### src/rtl/ad5667_i2c_writer_if.sv
`timescale 1ns/1ps
// ad5667_i2c_writer_if: valid/ready command port and completion status for the AD5667 I2C writer.
interface ad5667_i2c_writer_if;
  logic [7:0]  cmd;
  logic [15:0] data;
  logic        valid;
  logic        ready;
  logic        busy;
  logic        done;
  logic        nack;

  // Register/control side: issues requests, observes status.
  modport master (
    output cmd, data, valid,
    input  ready, busy, done, nack
  );

  // Writer side: accepts requests, reports status.
  modport slave (
    input  cmd, data, valid,
    output ready, busy, done, nack
  );
endinterface

### src/rtl/ad5667_i2c_writer.sv
`timescale 1ns/1ps
// ad5667_i2c_writer: I2C master issuing 4-byte writes ({addr,W}, cmd, MSB, LSB) to an AD5667.
// Write-only, open-drain pad controls, per-transaction NACK report.
// Optional SCL clock stretching: define AD5667_WRITER_STRETCH_EN.
module ad5667_i2c_writer #(
  parameter logic [6:0]  I2C_ADDR = 7'h0C,
  parameter int unsigned CLK_DIV  = 63
) (
  input  logic               clk_i,
  input  logic               rst_i,
  ad5667_i2c_writer_if.slave cmd_if,
  input  logic               scl_i,
  output logic               scl_oe_o,
  input  logic               sda_i,
  output logic               sda_oe_o
);

  localparam int unsigned CNT_W = $clog2(CLK_DIV);

  typedef enum logic [2:0] {
    IDLE,
    START,
    BIT,
    ACK,
    STOP
  } state_t;

  state_t           state;
  logic [1:0]       qtr;
  logic [2:0]       bit_idx;
  logic [1:0]       byte_idx;
  logic [7:0]       shreg;
  logic [23:0]      pend;
  logic             nack_flag;
  logic [CNT_W-1:0] cnt;

  logic             ready_q;
  logic             busy_q;
  logic             done_q;
  logic             nack_q;

  logic             accept_c;
  logic             tick_c;
  logic             hold_c;

  assign cmd_if.ready = ready_q;
  assign cmd_if.busy  = busy_q;
  assign cmd_if.done  = done_q;
  assign cmd_if.nack  = nack_q;

  assign accept_c = cmd_if.valid & ready_q;
  assign tick_c   = ~hold_c & (cnt == CNT_W'(CLK_DIV - 1));

`ifdef AD5667_WRITER_STRETCH_EN
  // While SCL is released, a slave holding it low freezes the quarter timer.
  assign hold_c = ((state == BIT) || (state == ACK) || (state == STOP)) &&
                  (qtr == 2'd1) && !scl_i;
`else
  logic unused_scl;
  assign unused_scl = scl_i;
  assign hold_c     = 1'b0;
`endif

  // Quarter-period timer; idles at zero so a new transaction starts a fresh quarter.
  always_ff @(posedge clk_i) begin
    if (rst_i || (state == IDLE) || tick_c || hold_c) begin
      cnt <= '0;
    end else begin
      cnt <= cnt + CNT_W'(1);
    end
  end

  // Transaction FSM; pad controls change on the tick that enters each quarter.
  always_ff @(posedge clk_i) begin
    if (rst_i) begin
      state     <= IDLE;
      qtr       <= 2'd0;
      bit_idx   <= 3'd7;
      byte_idx  <= 2'd0;
      shreg     <= 8'h00;
      pend      <= 24'h000000;
      nack_flag <= 1'b0;
      ready_q   <= 1'b1;
      busy_q    <= 1'b0;
      done_q    <= 1'b0;
      nack_q    <= 1'b0;
      scl_oe_o  <= 1'b0;
      sda_oe_o  <= 1'b0;
    end else begin
      done_q <= 1'b0;
      nack_q <= 1'b0;
      case (state)
        IDLE: begin
          scl_oe_o <= 1'b0;
          sda_oe_o <= 1'b0;
          if (accept_c) begin
            shreg     <= {I2C_ADDR, 1'b0};
            pend      <= {cmd_if.cmd, cmd_if.data};
            nack_flag <= 1'b0;
            qtr       <= 2'd0;
            bit_idx   <= 3'd7;
            byte_idx  <= 2'd0;
            ready_q   <= 1'b0;
            busy_q    <= 1'b1;
            state     <= START;
          end
        end

        // q0 bus idle, q1 SDA falls with SCL high, q2 SCL falls.
        START: begin
          if (tick_c) begin
            case (qtr)
              2'd0: begin
                sda_oe_o <= 1'b1;
                qtr      <= 2'd1;
              end
              2'd1: begin
                scl_oe_o <= 1'b1;
                qtr      <= 2'd2;
              end
              default: begin
                sda_oe_o <= ~shreg[7];
                bit_idx  <= 3'd7;
                qtr      <= 2'd0;
                state    <= BIT;
              end
            endcase
          end
        end

        // One data bit: SDA set while SCL low, SCL released for q1/q2, pulled at q3.
        BIT: begin
          if (tick_c) begin
            case (qtr)
              2'd0: begin
                scl_oe_o <= 1'b0;
                qtr      <= 2'd1;
              end
              2'd1: begin
                qtr <= 2'd2;
              end
              2'd2: begin
                scl_oe_o <= 1'b1;
                qtr      <= 2'd3;
              end
              default: begin
                qtr <= 2'd0;
                if (bit_idx == 3'd0) begin
                  sda_oe_o <= 1'b0;
                  state    <= ACK;
                end else begin
                  bit_idx  <= bit_idx - 3'd1;
                  shreg    <= {shreg[6:0], 1'b0};
                  sda_oe_o <= ~shreg[6];
                end
              end
            endcase
          end
        end

        // Ninth clock: SDA released, slave response sampled at the end of q2.
        ACK: begin
          if (tick_c) begin
            case (qtr)
              2'd0: begin
                scl_oe_o <= 1'b0;
                qtr      <= 2'd1;
              end
              2'd1: begin
                qtr <= 2'd2;
              end
              2'd2: begin
                if (sda_i) begin
                  nack_flag <= 1'b1;
                end
                scl_oe_o <= 1'b1;
                qtr      <= 2'd3;
              end
              default: begin
                qtr <= 2'd0;
                if (nack_flag || (byte_idx == 2'd3)) begin
                  sda_oe_o <= 1'b1;
                  state    <= STOP;
                end else begin
                  byte_idx <= byte_idx + 2'd1;
                  shreg    <= pend[23:16];
                  pend     <= {pend[15:0], 8'h00};
                  bit_idx  <= 3'd7;
                  sda_oe_o <= ~pend[23];
                  state    <= BIT;
                end
              end
            endcase
          end
        end

        // q0 both low, q1 SCL rises, q2 SDA rises (stop condition), q3 bus-free hold.
        STOP: begin
          if (tick_c) begin
            case (qtr)
              2'd0: begin
                scl_oe_o <= 1'b0;
                qtr      <= 2'd1;
              end
              2'd1: begin
                sda_oe_o <= 1'b0;
                qtr      <= 2'd2;
              end
              2'd2: begin
                qtr <= 2'd3;
              end
              default: begin
                qtr     <= 2'd0;
                done_q  <= 1'b1;
                nack_q  <= nack_flag;
                ready_q <= 1'b1;
                busy_q  <= 1'b0;
                state   <= IDLE;
              end
            endcase
          end
        end

        default: begin
          state    <= IDLE;
          ready_q  <= 1'b1;
          busy_q   <= 1'b0;
          scl_oe_o <= 1'b0;
          sda_oe_o <= 1'b0;
        end
      endcase
    end
  end

endmodule

### src/flat_wrapper.sv
// flat-port wrapper written by rule: the top's interface ports become plain ports
module ad5667_i2c_writer_flat 
#(
  parameter logic [6:0]  I2C_ADDR = 7'h0C,
  parameter int unsigned CLK_DIV  = 63
)
  (clk_i, rst_i, scl_i, scl_oe_o, sda_i, sda_oe_o, cmd_if_cmd, cmd_if_data, cmd_if_valid, cmd_if_ready, cmd_if_busy, cmd_if_done, cmd_if_nack);
  ad5667_i2c_writer_if cmd_if_i ();
  input  logic clk_i;
  input  logic rst_i;
  input  logic scl_i;
  output logic scl_oe_o;
  input  logic sda_i;
  output logic sda_oe_o;
  input wire logic [$bits(cmd_if_i.cmd)-1:0] cmd_if_cmd;
  input wire logic [$bits(cmd_if_i.data)-1:0] cmd_if_data;
  input wire logic [$bits(cmd_if_i.valid)-1:0] cmd_if_valid;
  output wire logic [$bits(cmd_if_i.ready)-1:0] cmd_if_ready;
  output wire logic [$bits(cmd_if_i.busy)-1:0] cmd_if_busy;
  output wire logic [$bits(cmd_if_i.done)-1:0] cmd_if_done;
  output wire logic [$bits(cmd_if_i.nack)-1:0] cmd_if_nack;
  assign cmd_if_i.cmd = cmd_if_cmd;
  assign cmd_if_i.data = cmd_if_data;
  assign cmd_if_i.valid = cmd_if_valid;
  assign cmd_if_ready = cmd_if_i.ready;
  assign cmd_if_busy = cmd_if_i.busy;
  assign cmd_if_done = cmd_if_i.done;
  assign cmd_if_nack = cmd_if_i.nack;
  ad5667_i2c_writer #(.I2C_ADDR(I2C_ADDR), .CLK_DIV(CLK_DIV)) u_core (.clk_i(clk_i), .rst_i(rst_i), .cmd_if(cmd_if_i), .scl_i(scl_i), .scl_oe_o(scl_oe_o), .sda_i(sda_i), .sda_oe_o(sda_oe_o));
endmodule
### config.mk
export PLATFORM = sky130hd
export DESIGN_NAME = ad5667_i2c_writer_flat
export DESIGN_NICKNAME = d
export VERILOG_FILES = /design/src/rtl/ad5667_i2c_writer_if.sv /design/src/rtl/ad5667_i2c_writer.sv /design/src/flat_wrapper.sv
export SDC_FILE = /design/constraint.sdc
export NUM_CORES = 1
export LEC_CHECK = 0
export CAP_MARGIN = 20
export CORE_ASPECT_RATIO = 1.5
export CORE_MARGIN = 5
export CORE_UTILIZATION = 45
export DETAILED_ROUTE_END_ITERATION = 10
export GPL_TIMING_DRIVEN = 0
export PLACE_DENSITY = 0.76
export SKIP_LAST_GASP = 1
export SLEW_MARGIN = 20
export SYNTH_ARGS = -nofsm -noshare
export SYNTH_HDL_FRONTEND = slang
export SYNTH_SLANG_ARGS = --single-unit
### constraint.sdc
create_clock -name clk_i -period 5.2 [get_ports clk_i]
set_input_delay 1.04 -clock clk_i [delete_from_list [all_inputs] [get_ports clk_i]]
set_output_delay 1.04 -clock clk_i [all_outputs]
set_load 0.03 [all_outputs]
Word-level counts from Yosys, hierarchy flattened
Index checks and enable logic that the tools add are counted.
Operators by class
  equality and inequality tests: 29
  bitwise operators: 7
  $add $sub $neg: 3
  reductions and logical operators: 26
  multiplexer cells: 76
Operator list (count)
  $mux W24: 4
  $mux W3: 20
  $mux W8: 7
  $pmux W24 S2: 1
  $mux W1: 24
  $ne A2 B1 Y1 const B: 12
  $pmux W8 S3: 1
  $reduce_and A10 Y1: 2
  $ne A2 B2 Y1 const B: 8
  $reduce_and A8 Y1: 2
  $pmux W3 S5: 1
  $mux W2: 6
  $pmux W2 S3: 2
  $pmux W3 S4: 1
  $reduce_or A3 Y1: 4
  $reduce_and A5 Y1: 2
  $pmux W1 S3: 3
  $pmux W2 S2: 2
  $reduce_and A4 Y1: 2
  $add A6 B1 Y6 const B: 1
  $eq A3 B2 Y1 const B: 2
  $eq A6 B6 Y1 const B: 1
  $logic_not A3 Y1: 2
  $not A1 Y1: 6
  18 further kinds: 25
Word-level totals
  output and inout port bits: 6
  flip-flop bits (word level): 55
  bits of input ports: 29

Depth between registers and ports, before layout
Gate-level depths: netlist (run 1).
  depth after elaboration: 6
  mapped depth: 8
  gate-level depth less buffers: 6

Least setup slack after synthesis (run 1)
No wires, ideal clock.
  path kind: in2reg
  from: input port rst_i
  to: register u_core.state[2]
  slack: 3.151 ns
  arrival: 1.927 ns
  setup time: 0.121 ns
  stages: 4
  data required time: 5.079 ns
  path through: clkbuf_1 > clkinv_1 > and3_2 > mux2_4
RTL lines
  from (decl): line flat_wrapper.sv:10  | input logic rst_i;
  to (signal assigned): line ad5667_i2c_writer.sv:76  | state <= IDLE;
  to (signal assigned): line ad5667_i2c_writer.sv:105  | state <= START;
  to (signal assigned): line ad5667_i2c_writer.sv:125  | state <= BIT;
  to (decl): line ad5667_i2c_writer.sv:28  | state_t state;

Final worst setup path (run 1)
  from: input port cmd_if_valid
  to: register u_core.shreg[0]
Between the ends
  word-level cells in the longest chain between the ends: 3
RTL lines
  from (decl): line flat_wrapper.sv:17  | input wire logic [$bits(cmd_if_i.valid)-1:0] cmd_if_valid;
  $and A1 B1 Y1: line ad5667_i2c_writer.sv:51  | assign accept_c = cmd_if.valid & ready_q;
  $ne A2 B1 Y1 (no line)
  $reduce_and A8 Y1 (no line)
  to (signal assigned): line ad5667_i2c_writer.sv:97  | shreg <= {I2C_ADDR, 1'b0};
  to (signal assigned): line ad5667_i2c_writer.sv:153  | shreg <= {shreg[6:0], 1'b0};
  to (signal assigned): line ad5667_i2c_writer.sv:186  | shreg <= pend[23:16];
  to (decl): line ad5667_i2c_writer.sv:32  | logic [7:0] shreg;
Every way passes these cells.
A chain may end at the register's enable or synchronous reset.

==> report_table.html, run 1 <==
<table>
<tr><th>Metric</th><th>Value</th></tr>
<tr><th colspan="2">Status</th></tr>
<tr><td>Result of the run</td><td>finished, final reports clean</td></tr>
<tr><th colspan="2">Synth</th></tr>
<tr><td>Number of synthesized register bits</td><td>55</td></tr>
<tr><td>Share of the synthesized area in the top cell type</td><td>36.6%</td></tr>
<tr><td>Proportion of synthesized flip-flops having asynchronous set or reset</td><td>0%</td></tr>
<tr><td>EDFF count, synth</td><td>0</td></tr>
<tr><td>Post-synthesis instance area</td><td>3010 um2</td></tr>
<tr><td>Net count of the mapped netlist</td><td>383</td></tr>
<tr><td>Sequential share of the synthesized area</td><td>approximately 37%</td></tr>
<tr><td>Gate Count Post-Synth</td><td>344</td></tr>
<tr><td>Synth warn</td><td>0</td></tr>
<tr><td>Most instantiated flip-flop cell in the synthesis netlist</td><td>dfxtp_1</td></tr>
<tr><td>Library cells used by synthesis</td><td>65</td></tr>
<tr><td>Leading area contributor after synthesis</td><td>dfxtp_1</td></tr>
<tr><td>Mean Syn Cell Area</td><td>roughly 8.7 um2</td></tr>
<tr><td>Cell types with the largest area share after synthesis</td><td>dfxtp_1 37%, mux2i_1 6.7%, nand2_1 4.6%, ha_1 4.2%, nand3_1 4.0%</td></tr>
<tr><th colspan="2">Finish</th></tr>
<tr><td>Fraction of layout instances using a drive strength above 1</td><td>13.0%</td></tr>
<tr><td>Total inserted antenna cells</td><td>0</td></tr>
<tr><td>Net count, final</td><td>422</td></tr>
<tr><td>Final Cell Area</td><td>3520 um2</td></tr>
<tr><td>Multi-input gate area</td><td>about 1700 um2</td></tr>
<tr><td>Layout-stage area growth over the synthesis result</td><td>17.0%</td></tr>
<tr><td>Final cell count without fillers</td><td>460</td></tr>
<tr><td>Commonest cells after routing, fill and taps aside</td><td>55 x dfxtp_1, 37 x nand2_1, 32 x clkdlybuf4s50_1</td></tr>
<tr><td>Final core utilization</td><td>54.2%</td></tr>
<tr><td>Fill cell count</td><td>630</td></tr>
<tr><td>Most common cell after layout, fill and taps aside</td><td>dfxtp_1</td></tr>
<tr><td>Register area</td><td>1100 um2</td></tr>
<tr><th colspan="2">Power and ir drop</th></tr>
<tr><td>Leakage</td><td>0.00138 uW</td></tr>
<tr><td>Reg power frac</td><td>40.3%</td></tr>
<tr><td>Net switching share of the total power</td><td>a little under two fifths</td></tr>
<tr><td>Part of the total power dissipated in the clock network</td><td>between 10% and 20%</td></tr>
<tr><td>Ratio of total power to cell area</td><td>374 nW/um2</td></tr>
<tr><td>Internal power component</td><td>825 uW</td></tr>
<tr><td>Worst VDD drop</td><td>0.000176 V</td></tr>
<tr><td>Gate power share</td><td>40.1%</td></tr>
<tr><td>Total net switching power</td><td>492 uW</td></tr>
<tr><th colspan="2">Clocking</th></tr>
<tr><td>Level count of the clock H-tree</td><td>2</td></tr>
<tr><td>TritonCTS buffer count</td><td>5</td></tr>
<tr><td>Clock Latency Late Sink</td><td>320 ps</td></tr>
<tr><td>Clk root buf</td><td>clkbuf_8</td></tr>
<tr><td>TritonCTS clock tree</td><td>done</td></tr>
<tr><td>Clock tree buffer depth</td><td>2</td></tr>
<tr><td>Post-CTS setup-driven buffer insertion count</td><td>0</td></tr>
<tr><td>Number of hold buffers added after cts</td><td>0</td></tr>
<tr><td>Clock-pin transition on the worst setup and hold timing paths</td><td>100 ps</td></tr>
<tr><td>Total of cells resized after clock tree synthesis</td><td>0</td></tr>
<tr><td>TritonCTS sink count</td><td>between 50 and 60</td></tr>
<tr><th colspan="2">Place</th></tr>
<tr><td>Post-placement setup slack</td><td>about 2300 ps</td></tr>
<tr><td>Total cell area at the placement stage</td><td>3420 um2</td></tr>
<tr><td>Buffers on Ports</td><td>32</td></tr>
<tr><td>Routability congestion estimate</td><td>1.03</td></tr>
<tr><td>DPL Wire Length</td><td>6.06 mm</td></tr>
<tr><td>Number of instances in the placed design</td><td>between 400 and 500</td></tr>
<tr><th colspan="2">Routing</th></tr>
<tr><td>Number of design-rule violations left by the first detailed-router iteration</td><td>169</td></tr>
<tr><td>Final antenna-violating net count</td><td>0</td></tr>
<tr><td>Pre-antenna DRT Iters</td><td>4</td></tr>
<tr><td>Avg Vias per Cell</td><td>5.96</td></tr>
<tr><td>Final routed DRC violation total</td><td>0</td></tr>
<tr><td>Vias after detailed routing</td><td>2,741</td></tr>
<tr><td>Sum of routed wire length over all layers</td><td>7.78 mm</td></tr>
<tr><td>Routed wire length per instance</td><td>16.9 um</td></tr>
<tr><th colspan="2">Global route</th></tr>
<tr><td>Initial antenna violation count</td><td>0</td></tr>
<tr><td>GR Util met1</td><td>20.4%</td></tr>
<tr><td>Vias in the first global route</td><td>2,716</td></tr>
<tr><td>Wire length of the first global-routing pass</td><td>12.8 mm</td></tr>
<tr><td>Met3 Use GR</td><td>2.76%</td></tr>
<tr><td>Total gr overflow</td><td>0</td></tr>
<tr><td>Total track usage</td><td>roughly a fifth</td></tr>
<tr><td>Routing usage on met2</td><td>34.8%</td></tr>
<tr><td>Layer with the highest usage after global routing</td><td>met2</td></tr>
<tr><td>Maximum number of pins on one net before global-route repair</td><td>20</td></tr>
<tr><th colspan="2">Setup path</th></tr>
<tr><td>Reg2reg path depth</td><td>7</td></tr>
<tr><td>Beginning of the worst register-to-register path</td><td>u_core.qtr[1]$_SDFFE_PP0P_</td></tr>
<tr><td>Internal reg-to-reg setup slack</td><td>~3000 ps</td></tr>
<tr><td>Peak per-stage delay on the critical path</td><td>530 ps</td></tr>
<tr><td>Capturing point of the worst reg2reg path</td><td>u_core.pend[17]$_SDFFE_PP0P_</td></tr>
<tr><td>Largest fanout of any net on the critical path</td><td>8</td></tr>
<tr><td>Ordered cell list for the critical path</td><td>clkdlybuf4s50_1 -&gt; a21oi_1 -&gt; o21ai_0 -&gt; o2111ai_2 -&gt; mux2i_1</td></tr>
<tr><td>Critical-path cell with the highest stage delay</td><td>clkdlybuf4s50_1</td></tr>
<tr><td>Crit path capture type</td><td>register</td></tr>
<tr><td>Path type of the worst setup path</td><td>in2reg</td></tr>
<tr><td>Type of element launching the critical path</td><td>primary input</td></tr>
<tr><td>Data required time of the critical path</td><td>5390 ps</td></tr>
<tr><td>Arrival time of data at the critical path endpoint</td><td>between 2000 and 3000 ps</td></tr>
<tr><th colspan="2">Floorplan</th></tr>
<tr><td>Die area</td><td>8450 um2</td></tr>
<tr><td>Initial core utilization</td><td>46.4%</td></tr>
<tr><td>Total number of placement rows</td><td>36</td></tr>
<tr><td>Die width</td><td>76.8 um</td></tr>
<tr><td>Core Area</td><td>6490 um2</td></tr>
<tr><td>IO Pins</td><td>35</td></tr>
<tr><td>Vertical die dimension</td><td>110 um</td></tr>
<tr><th colspan="2">Timing</th></tr>
<tr><td>Number of failing hold endpoints at the final stage</td><td>0</td></tr>
<tr><td>Highest achievable clock rate</td><td>389 MHz</td></tr>
<tr><td>Clock skew after layout</td><td>7.30 ps</td></tr>
<tr><td>Final count of pins violating max slew</td><td>0</td></tr>
<tr><td>Final critical-path required period</td><td>~2600 ps</td></tr>
<tr><td>Setup repair after global routing missed its margin</td><td>no</td></tr>
<tr><td>Rel. slew slack</td><td>59.0%</td></tr>
<tr><td>Endpoints failing setup</td><td>0</td></tr>
<tr><td>Transition at the pin with the smallest max-transition slack</td><td>609 ps</td></tr>
<tr><td>Setup ws final</td><td>2630 ps</td></tr>
<tr><td>Final TNS setup</td><td>0 ps</td></tr>
<tr><td>Part of the cycle the worst path needs</td><td>49.4%</td></tr>
<tr><th colspan="2">Min path</th></tr>
<tr><td>End point of the most critical hold path</td><td>u_core.shreg[1]$_SDFFE_PP0P_</td></tr>
<tr><td>Worst min-delay path category</td><td>reg2reg</td></tr>
<tr><td>Number of instances on the worst hold path</td><td>2</td></tr>
<tr><td>Worst Min Path Start</td><td>u_core.shreg[1]$_SDFFE_PP0P_</td></tr>
<tr><th colspan="2">Flow run</th></tr>
<tr><td>Maxcap violations</td><td>0</td></tr>
</table>
sequential cells by signal (all words and copies together), names as in the netlist:
name	cells
u_core.byte_idx	2
u_core.scl_oe_o	1
u_core.state	3
u_core.cmd_if.nack	1
u_core.pend	24
u_core.shreg	8
u_core.cmd_if.done	1
u_core.cmd_if.busy	1
u_core.qtr	2
u_core.nack_flag	1
u_core.sda_oe_o	1
u_core.cnt	6
u_core.cmd_if.ready	1
u_core.bit_idx	3
per-stage QoR:
stage,hold slack (ps),power (uW)
floorplan,432,923
global placement,442,1050
detailed placement,458,1060
CTS,474,1320
global route,488,1390
finish,472,1320
cell families (layout without fill, tap and decap cells):
| logic type | Yosys count | after routing | synth area share (%) |
|---|---|---|---|
| AND/OR/NAND/NOR | 139 | 139 | 24.4 |
| AO/OA/AOI/OAI | 71 | 71 | 17.8 |
| flip-flops | 55 | 55 | 36.6 |
| buffers and inverters | 37 | 77 | 5.95 |
| multiplexers | 28 | 28 | 9.90 |
| adder cells (fa/ha/maj) | 10 | 10 | 4.16 |
| XOR/XNOR | 4 | 4 | 1.16 |
worst max-delay path: cells and delay by family:
kind | cells | cell delay [ps]
buffers and inverters | 1 | 530
AOI/OAI and AO/OA | 3 | 970
muxes | 1 | 220
final cells by class:
class | instances | share of cell area (%)
timing repair buffer | 32 | 9.10
clock buffer | 5 | 1.96
clock inverter | 3 | 0.747
multi-input combinational | 252 | 49.1
sequential | 55 | 31.3
tap | 76 | 2.70
buffer | 28 | 4.13
inverter | 9 | 0.960
how the worst max path moves through the flow:
| stage | end | start | slack [ps] |
|---|---|---|---|
| 2_1_floorplan | u_core.state[2]$_SDFFE_PP0P_ | rst_i | 3150 |
| 3_3_place_gp | u_core.shreg[2]$_SDFFE_PP0P_ | cmd_if_valid | 2340 |
| 3_5_place_dp | u_core.shreg[0]$_SDFFE_PP0P_ | cmd_if_valid | 2290 |
| 4_1_cts | u_core.shreg[0]$_SDFFE_PP0P_ | cmd_if_valid | 2640 |
| 5_1_grt | u_core.shreg[3]$_SDFFE_PP0P_ | cmd_if_valid | 2540 |
| 6_report | u_core.shreg[0]$_SDFFE_PP0P_ | cmd_if_valid | 2630 |
power by group through the flow:
stage	registers (uW)	logic [uW]	clock network (uW)
floorplan	545	378	0
global placement	536	516	0
detailed placement	540	523	0
CTS	530	526	262
global route	539	574	279
finish	531	528	258
synth_stat cells (all sizes together), types with 5 or more instances:
| library cell | count |
|---|---|
| a211oi | 13 |
| inv | 8 |
| clkbuf | 14 |
| ha | 10 |
| nand2 | 38 |
| mux2i | 20 |
| dfxtp | 55 |
| nand3 | 25 |
| nand2b | 5 |
| nor2b | 6 |
| buf | 14 |
| a311oi | 8 |
| a21oi | 16 |
| nor3 | 22 |
| o21ai | 5 |
| mux2 | 8 |
| nor2 | 18 |
routing by layer:
| metal | part of all wire (%) | routed length [um] |
|---|---|---|
| met1 | 39 | 3010 |
| met2 | 53 | 4110 |
| met3 | 4.9 | 380 |
| met4 | 3.5 | 271 |
| met5 | 0 | 0 |
Power figures use the tool's default switching activity.
==> inputs of run 2 (changes only) <==
PLACE_DENSITY = 0.79   (was 0.76)
clock period = 2.3 ns   (was 5.2 ns; I/O delays follow)
==> report_table.html, run 2 (same netlist as run 1, synthesis figures left out) <==
<table>
<tr><th>Metric</th><th>Value</th></tr>
<tr><th colspan="2">Global route</th></tr>
<tr><td>Total track usage</td><td>18.8% (+0.16 points)</td></tr>
<tr><td>Initial antenna violation count</td><td>0 (unchanged)</td></tr>
<tr><td>Wire length of the first global-routing pass</td><td>12.9 mm (+0.65%)</td></tr>
<tr><td>Vias in the first global route</td><td>2,800 (+3.1%)</td></tr>
<tr><td>Total gr overflow</td><td>0 (unchanged)</td></tr>
<tr><td>Maximum number of pins on one net before global-route repair</td><td>17 (-15%)</td></tr>
<tr><th colspan="2">Finish</th></tr>
<tr><td>Most common cell after layout, fill and taps aside</td><td>dfxtp_1</td></tr>
<tr><td>Total inserted antenna cells</td><td>0 (unchanged)</td></tr>
<tr><td>Layout-stage area growth over the synthesis result</td><td>17.3%</td></tr>
<tr><td>Fraction of layout instances using a drive strength above 1</td><td>12.8% (-0.23 points)</td></tr>
<tr><td>Flip-flop count of the largest register, all copies and words added</td><td>24 (unchanged)</td></tr>
<tr><td>Largest register by flop count</td><td>u_core.pend</td></tr>
<tr><td>Largest regs</td><td>u_core.pend (24), u_core.shreg (8), u_core.cnt (6)</td></tr>
<tr><td>Fill cell count</td><td>645 (+2.4%)</td></tr>
<tr><td>Net count, final</td><td>422 (unchanged)</td></tr>
<tr><td>Commonest cells after routing, fill and taps aside</td><td>55 x dfxtp_1, 37 x nand2_1, 32 x clkdlybuf4s50_1</td></tr>
<tr><th colspan="2">Floorplan</th></tr>
<tr><td>IO Pins</td><td>35 (unchanged)</td></tr>
<tr><td>Core Area</td><td>6490 um2 (unchanged)</td></tr>
<tr><td>Vertical die dimension</td><td>110 um (unchanged)</td></tr>
<tr><td>Total number of placement rows</td><td>36 (unchanged)</td></tr>
<tr><td>Initial core utilization</td><td>46.4% (unchanged)</td></tr>
<tr><td>Die width</td><td>76.8 um (unchanged)</td></tr>
<tr><td>Die area</td><td>8450 um2 (unchanged)</td></tr>
<tr><th colspan="2">Setup path</th></tr>
<tr><td>Launching element of the worst setup path</td><td>u_core.cnt[0]$_SDFF_PP0_</td></tr>
<tr><td>Type of element launching the critical path</td><td>register</td></tr>
<tr><td>Crit path capture type</td><td>register</td></tr>
<tr><td>Path type of the worst setup path</td><td>reg2reg</td></tr>
<tr><td>Data required time of the critical path</td><td>2520 ps (-2870 ps)</td></tr>
<tr><td>Arrival time of data at the critical path endpoint</td><td>2400 ps (-360 ps)</td></tr>
<tr><td>Largest fanout of any net on the critical path</td><td>6 (-2)</td></tr>
<tr><td>Beginning of the worst register-to-register path</td><td>u_core.cnt[0]$_SDFF_PP0_</td></tr>
<tr><td>Internal reg-to-reg setup slack</td><td>120 ps (-2890 ps)</td></tr>
<tr><th colspan="2">Timing</th></tr>
<tr><td>Rel. slew slack</td><td>58.0% (-1.0 points)</td></tr>
<tr><td>Transition at the pin with the smallest max-transition slack</td><td>630 ps (+20.9 ps)</td></tr>
<tr><td>Clock skew after layout</td><td>10.2 ps (+2.88 ps)</td></tr>
<tr><td>Final critical-path required period</td><td>2180 ps</td></tr>
<tr><td>Highest achievable clock rate</td><td>458 MHz</td></tr>
<tr><td>Setup repair after global routing missed its margin</td><td>no</td></tr>
<tr><td>Final TNS setup</td><td>0 ps (unchanged)</td></tr>
<tr><td>Part of the cycle the worst path needs</td><td>94.9%</td></tr>
<tr><td>Endpoints failing setup</td><td>0 (unchanged)</td></tr>
<tr><td>Worst Hold Margin</td><td>462 ps (-9.72 ps)</td></tr>
<tr><td>Final count of pins violating max slew</td><td>0 (unchanged)</td></tr>
<tr><td>Number of failing hold endpoints at the final stage</td><td>0 (unchanged)</td></tr>
<tr><th colspan="2">Place</th></tr>
<tr><td>Routability congestion estimate</td><td>0.919 (-11%)</td></tr>
<tr><td>DPL Wire Length</td><td>6.10 mm (+0.68%)</td></tr>
<tr><td>Buffers on Ports</td><td>32 (unchanged)</td></tr>
<tr><th colspan="2">Flow run</th></tr>
<tr><td>Maxcap violations</td><td>0 (unchanged)</td></tr>
<tr><th colspan="2">Routing</th></tr>
<tr><td>Routed wire length per instance</td><td>17.4 um (+2.7%)</td></tr>
<tr><td>Vias after detailed routing</td><td>2,787 (+1.7%)</td></tr>
<tr><td>Number of design-rule violations left by the first detailed-router iteration</td><td>152 (-10%)</td></tr>
<tr><td>Final routed DRC violation total</td><td>0 (unchanged)</td></tr>
<tr><td>Sum of routed wire length over all layers</td><td>7.97 mm (+2.5%)</td></tr>
<tr><td>Avg Vias per Cell</td><td>6.07 (+1.9%)</td></tr>
<tr><td>Pre-antenna DRT Iters</td><td>7 (+3)</td></tr>
<tr><td>Final antenna-violating net count</td><td>0 (unchanged)</td></tr>
<tr><th colspan="2">Power and ir drop</th></tr>
<tr><td>Ratio of total power to cell area</td><td>863 nW/um2 (+130%)</td></tr>
<tr><td>Leakage</td><td>0.00138 uW (about the same)</td></tr>
<tr><td>Total power draw</td><td>3050 uW (+130%)</td></tr>
<tr><td>Worst VDD drop</td><td>0.000382 V (+120%)</td></tr>
<tr><th colspan="2">Clocking</th></tr>
<tr><td>Clock tree buffer depth</td><td>2 (unchanged)</td></tr>
<tr><td>Clock-pin transition on the worst setup and hold timing paths</td><td>100 ps (about the same)</td></tr>
<tr><td>Clock Latency Late Sink</td><td>320 ps (about the same)</td></tr>
<tr><td>TritonCTS buffer count</td><td>5 (unchanged)</td></tr>
<tr><td>TritonCTS sink count</td><td>55 (unchanged)</td></tr>
<tr><td>Clk root buf</td><td>clkbuf_8</td></tr>
<tr><td>Number of hold buffers added after cts</td><td>0 (unchanged)</td></tr>
<tr><td>TritonCTS clock tree</td><td>done</td></tr>
<tr><td>Level count of the clock H-tree</td><td>2 (unchanged)</td></tr>
<tr><th colspan="2">Min path</th></tr>
<tr><td>Worst Min Path Start</td><td>u_core.byte_idx[1]$_SDFFE_PP0P_</td></tr>
<tr><td>Worst min-delay path category</td><td>reg2reg</td></tr>
<tr><th colspan="2">Status</th></tr>
<tr><td>Result of the run</td><td>finished, final reports clean</td></tr>
</table>
[run 2: layer usage]
layer | GRT usage (%) | up-vias | wire, um
li1 | - | 1334 | -
met1 | 18.3 | 1319 | 3060
met2 | 38.2 | 105 | 4280
met3 | 2.85 | 29 | 345
met4 | 8.38 | 0 | 287
met5 | 0 | - | 0
[run 2: critical path, cell delays in order (launching register included)]
cell      delay, ps
dfxtp_1         400
inv_1            60
ha_1            240
and2_0          150
clkbuf_1        160
a41o_1          330
o32a_1          430
mux2_4          320
[run 2: where the power goes]
group | internal (uW) | total (uW) | switching [uW]
clock | 319 | 647 | 328
sequential | 1110 | 1200 | 90.5
combinational | 534 | 1200 | 670
total | 1960 | 3050 | 1090
[run 2: stage by stage]
step           utilization, %  setup slack, ps  area, um2  std cells
2_1_floorplan               -              346       3010        344
3_3_place_gp             52.8              158       3420        452
3_5_place_dp             52.8              131       3420        452
4_1_cts                  54.4              119       3530        459
5_1_grt                  54.4             41.6       3530        459
6_report                 54.4              118       3530        459
[run 2: path summary, 6_finish.rpt]
kind | depth (start not counted) | endpoint
min reg2reg | 2 | u_core.byte_idx[1]$_SDFFE_PP0P_
max reg2reg | 7 | u_core.state[0]$_SDFFE_PP0P_
max | 7 | u_core.state[0]$_SDFFE_PP0P_
min | 2 | u_core.byte_idx[1]$_SDFFE_PP0P_
[run 2: area by class of cell]
type / instances / area, um2 / area share, %
tap: 76 / 95.1 / 2.69
inverter: 9 / 33.8 / 0.957
sequential: 55 / 1100 / 31.2
clock buffer: 5 / 68.8 / 1.95
buffer: 28 / 145 / 4.11
timing repair buffer: 32 / 320 / 9.07
multi-input combinational: 252 / 1730 / 49.0
clock inverter: 2 / 37.5 / 1.06
[run 2: repair_timing]
action,CTS,global route
endpoints found under the setup margin,0,1
gates resized for setup,0,0
setup buffers,0,0
==> inputs of run 3 (changes only) <==
PLACE_DENSITY = 0.76   (was 0.79)
clock period = 2.7 ns   (was 2.3 ns; I/O delays follow)
==> results of run 3 <==
Same layout as run 1 (identical final DEF). Status: finished, final reports clean.
Main changes from that run: setup slack after placement 2290 ps -> 290 ps; setup slack after layout 2630 ps -> 508 ps; start point of the critical path cmd_if_valid -> u_core.qtr[1]$_SDFFE_PP0P_; end point of the critical path u_core.shreg[0]$_SDFFE_PP0P_ -> u_core.pend[17]$_SDFFE_PP0P_; register-to-register setup slack 3010 ps -> 510 ps; total power 1320 uW -> 2540 uW; worst IR drop on VDD 0.000176 V -> 0.000338 V
